**config.mk**
```make
export PLATFORM = sky130hd
export DESIGN_NAME = avalon_st_modport_stage_flat
export DESIGN_NICKNAME = d
export VERILOG_FILES = /design/src/rtl/avalon_st_pkg.sv /design/src/rtl/avalon_st_modport_stage_if.sv /design/src/rtl/avalon_st_skid_reg.sv /design/src/rtl/avalon_st_modport_stage.sv /design/src/flat_wrapper.sv
export SDC_FILE = /design/constraint.sdc
export NUM_CORES = 1
export LEC_CHECK = 0
export CAP_MARGIN = 20
export CORE_UTILIZATION = 25
export CTS_CLUSTER_SIZE = 40
export DETAILED_ROUTE_END_ITERATION = 10
export DONT_BUFFER_PORTS = 1
export SYNTH_ARGS = -nofsm -noshare
export SYNTH_HDL_FRONTEND = slang
export SYNTH_HIERARCHICAL = 1
export SYNTH_SLANG_ARGS = --single-unit
```
**constraint.sdc**
```tcl
create_clock -name clk -period 9.01 [get_ports clk]
set_input_delay 2.2525 -clock clk [delete_from_list [all_inputs] [get_ports clk]]
set_output_delay 2.2525 -clock clk [all_outputs]
set_load 0.05 [all_outputs]
```
**src/rtl/avalon_st_pkg.sv**
```systemverilog
// Shared definitions for the Avalon-ST retiming stage: width helpers and
// the packet-framing monitor state encoding.
package avalon_st_pkg;

  function automatic int log2up(input int n);
    int r;
    r = 0;
    for (int i = 0; i < 32; i++) begin
      if ((1 << r) < n) r = r + 1;
    end
    return (r < 1) ? 1 : r;
  endfunction

  // Width of the empty field for a beat of the given symbol count.
  function automatic int empty_width(input int bytes_per_beat);
    return log2up(bytes_per_beat);
  endfunction

  localparam int DEFAULT_BYTES = 4;

  typedef enum logic [0:0] {
    ST_IDLE   = 1'b0,
    ST_IN_PKT = 1'b1
  } frame_state_e;

endpackage

```
**src/rtl/avalon_st_modport_stage_if.sv**
```systemverilog
// Avalon-ST source-side and sink-side signals of one retiming stage.
// master = the surrounding logic (source and sink), slave = the stage itself.
interface avalon_st_modport_stage_if #(
  parameter int DATA_WIDTH_IN_BYTES = 4
);
  localparam int DATA_W  = 8 * DATA_WIDTH_IN_BYTES;
  localparam int EMPTY_W = avalon_st_pkg::empty_width(DATA_WIDTH_IN_BYTES);

  logic [DATA_W-1:0]  in_data;
  logic [EMPTY_W-1:0] in_empty;
  logic               in_valid;
  logic               in_sop;
  logic               in_eop;
  logic               in_rdy;

  logic [DATA_W-1:0]  out_data;
  logic [EMPTY_W-1:0] out_empty;
  logic               out_valid;
  logic               out_sop;
  logic               out_eop;
  logic               out_rdy;

  modport master (
    output in_data, in_empty, in_valid, in_sop, in_eop,
    input  in_rdy,
    input  out_data, out_empty, out_valid, out_sop, out_eop,
    output out_rdy
  );

  modport slave (
    input  in_data, in_empty, in_valid, in_sop, in_eop,
    output in_rdy,
    output out_data, out_empty, out_valid, out_sop, out_eop,
    input  out_rdy
  );

endinterface

```
**src/rtl/avalon_st_skid_reg.sv**
```systemverilog
// Generic valid/ready skid register: one output register plus one skid slot.
// Ready toward the source comes straight from a flop, so no comb path crosses.
module avalon_st_skid_reg #(
  parameter int WIDTH = 8
) (
  input  logic             clk,
  input  logic             rst_n,
  input  logic [WIDTH-1:0] in_payload,
  input  logic             in_valid,
  output logic             in_rdy,
  output logic [WIDTH-1:0] out_payload,
  output logic             out_valid,
  input  logic             out_rdy
);
  logic [WIDTH-1:0] payload_p0;
  logic             vld_p0;
  logic             vld_p0_nxt;
  logic [WIDTH-1:0] payload_p1;
  logic             vld_p1;
  logic             accept;
  logic             out_free;

  assign accept   = in_valid & in_rdy;
  assign out_free = ~vld_p1 | out_rdy;
  assign in_rdy   = ~vld_p0;

  always_comb begin
    vld_p0_nxt = vld_p0;
    if (out_free)    vld_p0_nxt = 1'b0;
    else if (accept) vld_p0_nxt = 1'b1;
  end

  // p0: skid slot, loaded only when the output register is stalled
  always_ff @(posedge clk) begin
    if (!out_free && accept) payload_p0 <= in_payload;
  end

  // p1: output register, refilled from the skid slot before new input
  always_ff @(posedge clk or negedge rst_n) begin
    if (!rst_n) begin
      vld_p0     <= 1'b0;
      vld_p1     <= 1'b0;
      payload_p1 <= '0;
    end else begin
      vld_p0 <= vld_p0_nxt;
      if (out_free) begin
        if (vld_p0) begin
          vld_p1     <= 1'b1;
          payload_p1 <= payload_p0;
        end else begin
          vld_p1 <= accept;
          if (accept) payload_p1 <= in_payload;
        end
      end
    end
  end

  assign out_payload = payload_p1;
  assign out_valid   = vld_p1;

endmodule

```
**src/rtl/avalon_st_modport_stage.sv**
```systemverilog
// Registered Avalon-ST stage with packet-framing monitor: framing error pulse,
// saturating error count and wrapping packet count, all driven by accepted beats.
module avalon_st_modport_stage
  import avalon_st_pkg::*;
#(
  parameter int DATA_WIDTH_IN_BYTES = 4
) (
  input  logic                     clk,
  input  logic                     rst_n,
  avalon_st_modport_stage_if.slave st,
  output logic                     in_pkt_active,
  output logic                     err_framing,
  output logic [7:0]               err_count,
  output logic [15:0]              pkt_count
);
  localparam int DATA_W    = 8 * DATA_WIDTH_IN_BYTES;
  localparam int EMPTY_W   = empty_width(DATA_WIDTH_IN_BYTES);
  localparam int PAYLOAD_W = DATA_W + EMPTY_W + 2;

  logic [PAYLOAD_W-1:0] payload_in;
  logic [PAYLOAD_W-1:0] payload_out;
  logic [EMPTY_W-1:0]   empty_masked;
  logic                 rdy;
  logic                 out_vld;
  logic                 accept;
  frame_state_e         state;
  frame_state_e         state_nxt;
  logic                 err_nxt;

  function automatic logic [7:0] sat_inc8(input logic [7:0] v);
    return (v == 8'hFF) ? v : v + 8'd1;
  endfunction

  // Empty is only meaningful on eop, so it is cleaned before it enters the pipe.
  assign empty_masked = st.in_eop ? st.in_empty : '0;
  assign payload_in   = {st.in_data, empty_masked, st.in_sop, st.in_eop};
  assign accept       = st.in_valid & rdy;

  avalon_st_skid_reg #(
    .WIDTH (PAYLOAD_W)
  ) u_skid (
    .clk         (clk),
    .rst_n       (rst_n),
    .in_payload  (payload_in),
    .in_valid    (st.in_valid),
    .in_rdy      (rdy),
    .out_payload (payload_out),
    .out_valid   (out_vld),
    .out_rdy     (st.out_rdy)
  );

  assign st.in_rdy    = rdy;
  assign st.out_valid = out_vld;
  assign {st.out_data, st.out_empty, st.out_sop, st.out_eop} = payload_out;

  // Every accepted beat ends up in IN_PKT unless it carries eop; an errored
  // beat is simply treated as the start of a fresh packet.
  always_comb begin
    state_nxt = state;
    err_nxt   = 1'b0;
    if (accept) begin
      err_nxt   = (state == ST_IDLE) ? ~st.in_sop : st.in_sop;
      state_nxt = st.in_eop ? ST_IDLE : ST_IN_PKT;
    end
  end

  // p1: framing state and monitor outputs, registered on the accept edge
  always_ff @(posedge clk or negedge rst_n) begin
    if (!rst_n) begin
      state       <= ST_IDLE;
      err_framing <= 1'b0;
      err_count   <= 8'd0;
      pkt_count   <= 16'd0;
    end else begin
      state       <= state_nxt;
      err_framing <= err_nxt;
      if (err_nxt)             err_count <= sat_inc8(err_count);
      if (accept && st.in_eop) pkt_count <= pkt_count + 16'd1;
    end
  end

  assign in_pkt_active = (state == ST_IN_PKT);

endmodule

```
**src/flat_wrapper.sv**
```systemverilog
// flat-port wrapper written by rule: the top's interface ports become plain ports
module avalon_st_modport_stage_flat import avalon_st_pkg::*;
#(
  parameter int DATA_WIDTH_IN_BYTES = 4
)
  (clk, rst_n, in_pkt_active, err_framing, err_count, pkt_count, st_in_data, st_in_empty, st_in_valid, st_in_sop, st_in_eop, st_in_rdy, st_out_data, st_out_empty, st_out_valid, st_out_sop, st_out_eop, st_out_rdy);
  avalon_st_modport_stage_if #(.DATA_WIDTH_IN_BYTES(DATA_WIDTH_IN_BYTES)) st_i ();
  input  logic clk;
  input  logic rst_n;
  output logic in_pkt_active;
  output logic err_framing;
  output logic [7:0] err_count;
  output logic [15:0] pkt_count;
  input wire logic [$bits(st_i.in_data)-1:0] st_in_data;
  input wire logic [$bits(st_i.in_empty)-1:0] st_in_empty;
  input wire logic [$bits(st_i.in_valid)-1:0] st_in_valid;
  input wire logic [$bits(st_i.in_sop)-1:0] st_in_sop;
  input wire logic [$bits(st_i.in_eop)-1:0] st_in_eop;
  output wire logic [$bits(st_i.in_rdy)-1:0] st_in_rdy;
  output wire logic [$bits(st_i.out_data)-1:0] st_out_data;
  output wire logic [$bits(st_i.out_empty)-1:0] st_out_empty;
  output wire logic [$bits(st_i.out_valid)-1:0] st_out_valid;
  output wire logic [$bits(st_i.out_sop)-1:0] st_out_sop;
  output wire logic [$bits(st_i.out_eop)-1:0] st_out_eop;
  input wire logic [$bits(st_i.out_rdy)-1:0] st_out_rdy;
  assign st_i.in_data = st_in_data;
  assign st_i.in_empty = st_in_empty;
  assign st_i.in_valid = st_in_valid;
  assign st_i.in_sop = st_in_sop;
  assign st_i.in_eop = st_in_eop;
  assign st_in_rdy = st_i.in_rdy;
  assign st_out_data = st_i.out_data;
  assign st_out_empty = st_i.out_empty;
  assign st_out_valid = st_i.out_valid;
  assign st_out_sop = st_i.out_sop;
  assign st_out_eop = st_i.out_eop;
  assign st_i.out_rdy = st_out_rdy;
  avalon_st_modport_stage #(.DATA_WIDTH_IN_BYTES(DATA_WIDTH_IN_BYTES)) u_core (.clk(clk), .rst_n(rst_n), .st(st_i), .in_pkt_active(in_pkt_active), .err_framing(err_framing), .err_count(err_count), .pkt_count(pkt_count));
endmodule
```
==> results of run 1 <==
[cell families after synthesis]
family,Yosys count
xor+xnor,18
buf+inv,14
fa+ha+maj,2
simple gates,47
flops,100
compound gates,9
mux,76
[sequential cells by signal (all words and copies together) (netlist names)]
signal / cells
u_core/err_count: 8
u_core/err_framing: 1
u_core/in_pkt_active: 1
u_core/pkt_count: 16
u_core/u_skid/out_payload: 36
u_core/u_skid/out_valid: 1
u_core/u_skid/payload_p0: 36
u_core/u_skid/vld_p0: 1
[through the flow]
step	hold WS (ns)	power (µW)	instance area (µm²)
CTS	0.609	1390	4850
global route	0.629	1430	4850
detailed placement	0.593	969	4540
global placement	0.583	959	4540
finish	0.605	1370	4860
floorplan	0.576	930	4320
[final timing paths]
check / start / endpoint / slack, ns / cells past startpoint
setup / recovery: st_out_rdy / u_core/u_skid/out_payload[4] / 5.53 / 4
hold / removal: u_core/u_skid/payload_p0[1] / u_core/u_skid/out_payload[1] / 0.61 / 2
setup reg to reg: u_core/u_skid/vld_p0 / u_core/u_skid/out_payload[4] / 6.57 / 4
hold reg to reg: u_core/u_skid/payload_p0[1] / u_core/u_skid/out_payload[1] / 0.61 / 2
max in group asynchronous: rst_n / u_core/u_skid/out_payload[21] / 7.30 / 0
min in group asynchronous: rst_n / u_core/pkt_count[5] / 1.59 / 0
[cell type report]
class | instances | area [µm²]
Multi-Input combinational cell | 152 | 1540
Tap cell | 220 | 275
Clock buffer | 10 | 229
Fill cell | 1711 | 11900
Antenna cell | 1 | 2.50
Inverter | 5 | 18.8
Sequential cell | 100 | 2680
Timing Repair Buffer | 3 | 22.5
Clock inverter | 6 | 88.8
[worst reg2reg max path: stages (launching register included)]
cell and delay, ns:
dfrtp_2 0.38, buf_4 0.51, o21a_2 0.54, buf_4 0.50, mux2_2 0.39
[power breakdown]
part | internal, µW | leakage [µW] | switching (µW)
clock | 243 | 0.000149 | 170
sequential | 534 | 0.00111 | 275
combinational | 90.2 | 0.000639 | 55.1
[Yosys cell counts, types with 4 or more instances]
cell type and instances:
and2_1 4, nand2_1 8, mux2_2 38, dfrtp_1 64
nand3_1 12, inv_1 5, buf_6 5, mux2_4 37
xnor2_1 15, edfxtp_1 36
[per-layer routing]
layer | wire [µm] | GRT usage | vias up
met5 | 0 | 0 | -
met4 | 127 | 0.0398 | 0
met3 | 890 | 0.0567 | 10
met2 | 4280 | 0.169 | 76
met1 | 3490 | 0.115 | 1137
li1 | - | - | 979
==> run metrics, run 1 <==
asr flop ratio synth 0.640; critical path endpoint category flop; Syn-to-layout area delta 12.4%; Mapped Nets 308; pre-CTS setup slack 5.15 ns; Clock Sinks 100; critical path type in2reg; register area share after synthesis 0.621; die area 17800 µm²; commonest non-fill, non-tap cell in the layout dfrtp_1; vias per cell 4.43; Crit-path slowest cell buf_4; Least-Margin Pin Slew 0.628 ns; gr usage total 0.104; Highest Clock Rate 0.288 GHz; CTS max path bufs 2; status complete, no violations; Yosys top cell area share 0.371; unrepaired setup endpoints after global routing false; CTS root buffer clkbuf_16; hold buffers post-CTS 0; vias in the first global route 2410; Final Non-Filler Cells 497; H-tree levels 3; Fin. Hold Viols 0; Detailed Route WL 8790 µm; simple-gate portion of the synthesized area 0.0677; synthesized area per cell 16.2 µm²; average wire per standard cell 17.7 µm; share of cells above drive strength 1 0.377; Antenna Nets Post-Route 0; count of cell types in the netlist 33; pwr dens 282 nW/µm²; FF+latch count, synth 100; TritonCTS Buffers 9; largest net degree at the start of global routing 65; dpl hpwl 5930 µm; Main synth FF type dfrtp_1; grt ovf 0; I/O Buffers 0; initial DRC count 46; GPL Wtd Cong 0.719; compound-gate portion of the synthesized area 0.0136; Setup-failing EPs final 0; Req. time, crit path 9.24 ns; Worst slew margin 0.582; Buf/Inv on CP 1; # DRC 0; Die Y 133 µm; Final WS setup 5.53 ns; post-CTS setup buffer count 0; crit path max fanout 24; initial core utilization 0.258; Total Nets Final 313; commonest cells after routing, fill and taps aside dfrtp_1, mux2_2, mux2_4, edfxtp_1, xnor2_1; Mapped Area 4320 µm²; post-synthesis adder-cell area fraction 0.00579; Clk Latency, worst-skew pair 0.35 ns; number of placement rows 47; post-synthesis mux area share 0.230; core area 16800 µm²; EDFF count, synth 36; Core Util, Final 0.290; CTS tree done; vias 2202; XOR/XNOR Fraction of Synth Area 0.0365; maxcap violations 0; Die Wd 133 µm; Syn. warnings 6; peak per-stage delay on the critical path 0.49 ns; worst path arrival time 3.71 ns; Synth area leader dfrtp_1; cell leakage power 0.00190 µW; Hold Path Class reg2reg; Final Cycle Share 0.386; CP Cell Sequence nand2b_4 > o21a_2 > buf_4 > mux2_2; placed insts 480; startpoint types input pin; Max VDD drop 0.148 mV; min cycle time layout 3.48 ns; io pins 104; 1st-pass router iterations 4; Final Max Slew Viols 0; Clock transition at path regs 0.07 ns; ranking of synthesized cells by area dfrtp_1, edfxtp_1, mux2_4, mux2_2, xnor2_1; Clock Skews 0.00504 ns; crit-path leading delay family buffers and inverters; post-cts sizing count 0; initial antenna violation count 1; first-pass GRT wire length 13900 µm; Syn Inst Count 266; largest family of logic cells by synthesized area multiplexers; setup_tns 0 ns
(Power assumes the default switching activity.)
==> run 2: changes to the inputs <==
- clock period: 9.01 -> 2.9 ns (I/O delays scaled with it)
==> run metrics, run 2 (same netlist as run 1, synthesis figures left out) <==
vias 2177; post-cts sizing count 0; setup_tns 0 ns; Least-Margin Pin Slew 0.611 ns; cell leakage power 0.00193 µW; FF-to-FF Start u_core/u_skid/out_valid; hold buffers post-CTS 0; Antenna Nets Post-Route 0; maxcap violations 0; die area 17800 µm²; GPL Wtd Cong 0.726; number of placement rows 47; Clk Latency, worst-skew pair 0.35 ns; initial core utilization 0.258; commonest cells after routing, fill and taps aside dfrtp_1, mux2_2, mux2_4, edfxtp_1, xnor2_1; Crit-path slowest cell dfrtp_1; H-tree levels 3; Worst slew margin 0.593; largest net degree at the start of global routing 65; min cycle time layout 2.05 ns; Final Cycle Share 0.705; vias per cell 4.35; Die Wd 133 µm; vias in the first global route 2326; CTS root buffer clkbuf_16; initial antenna violation count 1; Detailed Route WL 8740 µm; average wire per standard cell 17.4 µm; commonest non-fill, non-tap cell in the layout dfrtp_1; gr usage total 0.104; CP Cell Sequence nand2b_4 > o21a_2 > buf_12 > mux2_2; critical path type reg2reg; Reg2Reg Depth 4; share of cells above drive strength 1 0.389; unrepaired setup endpoints after global routing false; critical path endpoint category flop; critical path launch point u_core/u_skid/out_valid; post-CTS setup buffer count 0; Clock Sinks 100; Final Max Slew Viols 0; 1st-pass router iterations 4; Clock transition at path regs 0.07 ns; TritonCTS Buffers 9; CTS tree done; Fin. Hold Viols 0; peak per-stage delay on the critical path 0.59 ns; worst path arrival time 2.28 ns; initial DRC count 71; first-pass GRT wire length 13900 µm; R2R setup slack 0.85 ns; CTS max path bufs 2; Total Nets Final 317; status complete, no violations; grt ovf 0; Hold Path Class in2async; fin area 4880 µm²; I/O Buffers 0; io pins 104; Clock Skews 0.00664 ns; Syn-to-layout area delta 12.9%; core area 16800 µm²; dpl hpwl 5680 µm; Tot Pwr 4180 µW; crit path max fanout 25; Highest Clock Rate 0.489 GHz; # DRC 0; placed inst area 4580 µm²; startpoint types flop; Max VDD drop 0.484 mV; Req. time, crit path 3.13 ns; Die Y 133 µm; pwr dens 857 nW/µm²; Setup-failing EPs final 0
[run 2: layer usage]
layer	vias to the layer above	wire, µm	track usage	share of wire
li1	988	-	-	-
met4	0	182	0.0511	0.021
met1	1089	3750	0.127	0.43
met3	12	871	0.0506	0.10
met5	-	0	0	0
met2	88	3940	0.154	0.45
[run 2: final cells by class]
type                    instances  area [µm²]
clock inverters                 7        67.6
repair buffers                  7        65.1
clock buffers                   9         225
fillers                      1699       11900
well taps                     220         275
multi-input cells             152        1540
inverters                       5        18.8
diodes                          1        2.50
flip-flops and latches        100        2680
[run 2: path summary, 6_finish.rpt]
kind / to
max: u_core/u_skid/out_payload[2]
min: u_core/pkt_count[6]
max reg2reg: u_core/u_skid/out_payload[2]
min reg2reg: u_core/u_skid/out_payload[11]
max in group asynchronous: u_core/u_skid/out_payload[9]
min in group clk: u_core/u_skid/payload_p0[22]
[run 2: power by group]
part | internal [µW] | total [µW] | switching [µW] | leakage [µW]
clock | 666 | 1200 | 529 | 0.000149
combinational | 296 | 508 | 213 | 0.000666
sequential | 1660 | 2480 | 818 | 0.00111
total | 2620 | 4180 | 1560 | 0.00193
[run 2: through the flow]
stage	setup WS [ns]	std cells	hold WS, ns	util
floorplan	0.117	266	0.429	-
global placement	0.792	484	0.431	0.274
global route	0.788	501	0.0370	0.291
finish	0.854	501	0.0649	0.291
CTS	0.819	500	0.0435	0.291
detailed placement	0.734	484	0.431	0.274
[run 2: worst max-delay path, delay by kind of cell (launching register included)]
family          cells  cell delay (ns)
flops               1             0.59
buf+inv             1             0.28
mux                 1             0.37
simple gates        1             0.20
compound gates      1             0.45
==> run 3: changes to the inputs <==
- clock period: 2.9 -> 1.8 ns (I/O delays scaled with it)
==> run metrics, run 3 (same netlist as run 1, synthesis figures left out) <==
status finished with violations; failing checks negative hold slack; crit-path leading delay family flip-flops; switch share 0.374; number of placement rows 47; Die Wd 133 µm; peak per-stage delay on the critical path 0.45 ns; Combinational Power Share 0.218; Net Sw Power 2540 µW; first-pass GRT wire length 14200 µm; Clock transition at path regs 0.06 ns; r2r endpoint u_core/u_skid/payload_p0[12]; 1st-pass router iterations 3; crit path max fanout 5; # DRC 0; FF-to-FF Start u_core/u_skid/vld_p0; Total Nets Final 343; Fin. Hold Viols 64; Final Cycle Share 0.886; min cycle time layout 1.59 ns; commonest non-fill, non-tap cell in the layout dfrtp_1; dpl hpwl 6360 µm; R2R setup slack 0.24 ns; Syn-to-layout area delta 17.5%; Clock Power Share 0.263; initial core utilization 0.258; Clk Latency, worst-skew pair 0.35 ns; vias 2276; Least-Margin Pin Slew 0.562 ns; Highest Clock Rate 0.627 GHz; met1 usage 0.123; Final WS setup 0.205 ns; Final Max Slew Viols 0; Fin Hold WS -0.204 ns; setup_tns 0 ns; post-CTS setup buffer count 0; die area 17800 µm²; Max VDD drop 0.850 mV; initial DRC count 64; post-cts sizing count 0; Internal 4260 µW; worst path arrival time 1.14 ns; share of cells above drive strength 1 0.451; Levels on crit path 2; Hold Path Class in2async; core area 16800 µm²; critical path type reg2out; unrepaired setup endpoints after global routing false; maxcap violations 0; Die Y 133 µm; vias in the first global route 2495; Clock Sinks 100; initial antenna violation count 1; CTS tree done; vias per cell 4.32; met3 GRT Util 0.0495; Reg2Reg Depth 3; grt ovf 0; grt met2 use 0.167; largest net degree at the start of global routing 65; critical path launch point u_core/u_skid/vld_p0; CTS root buffer clkbuf_16; CP Cell Sequence clkinvlp_4 > buf_4; Sequential Power Share 0.519; H-tree levels 3; average wire per standard cell 16.9 µm; io pins 104; commonest cells after routing, fill and taps aside dfrtp_1, mux2_2, mux2_4, edfxtp_1, buf_4; I/O Buffers 0; Crit-path slowest cell dfrtp_2; Req. time, crit path 1.35 ns; GR peak layer met2; Critical Path End st_in_rdy; Antenna Nets Post-Route 0; Detailed Route WL 8910 µm; critical path endpoint category output port; Clock Skews 0.00694 ns; CTS max path bufs 2; startpoint types flop; Buf/Inv on CP 2; gr usage total 0.106; cell leakage power 0.00204 µW; GPL Wtd Cong 0.712; Tot Pwr 6800 µW; pwr dens 1340 nW/µm²; # fillers 1685; pre-CTS setup slack 0.241 ns; Setup-failing EPs final 0; TritonCTS Buffers 9; Worst slew margin 0.625
[run 3: changes by cell type in the layout (fill, tap and decap cells not counted), sizes merged]
cell	change
clkinvlp	+2
clkbuf	+1
bufinv	-1
clkinv	-2
buf	+26
[run 3: how the worst min path moves through the flow]
stage,end,slack [ns],cells after the start
after detailed placement,u_core/u_skid/out_payload[10],0.16,0
after global placement,u_core/u_skid/out_payload[10],0.16,0
after global routing,u_core/u_skid/out_payload[28],-0.23,0
final,u_core/u_skid/out_payload[14],-0.20,0
after floorplan,u_core/err_count[0],0.15,0
after CTS,u_core/u_skid/out_payload[1],-0.23,0
[run 3: layer usage]
| layer | vias to the layer above | part of all wire |
|---|---|---|
| li1 | 1035 | - |
| met1 | 1146 | 0.41 |
| met4 | 0 | 0.019 |
| met3 | 14 | 0.10 |
| met2 | 81 | 0.47 |
| met5 | - | 0 |
[run 3: power groups by stage]
stage | logic (µW) | registers (µW) | clock network (µW)
6_report | 1480 | 3530 | 1790
5_1_grt | 1580 | 3580 | 1970
4_1_cts | 1500 | 3540 | 1890
3_5_place_dp | 1500 | 3590 | 0
3_3_place_gp | 1460 | 3570 | 0
2_1_floorplan | 672 | 3990 | 0
[run 3: metrics by stage]
stage,std cells,cell area (µm²),util
after detailed placement,510,4800,0.287
final,527,5080,0.303
after CTS,526,5070,0.303
after global placement,510,4800,0.287
after floorplan,266,4350,-
after global routing,526,5070,0.303
[run 3: final cells by class]
type                    count  area [µm²]  share of cell area
clock inverters             6        40.0             0.00789
repair buffers             33         273              0.0537
clock buffers              10         229              0.0451
inverters                   5        22.5             0.00444
flip-flops and latches    100        2690               0.529
multi-input cells         152        1550               0.305
well taps                 220         275              0.0542
diodes                      1        2.50            0.000493
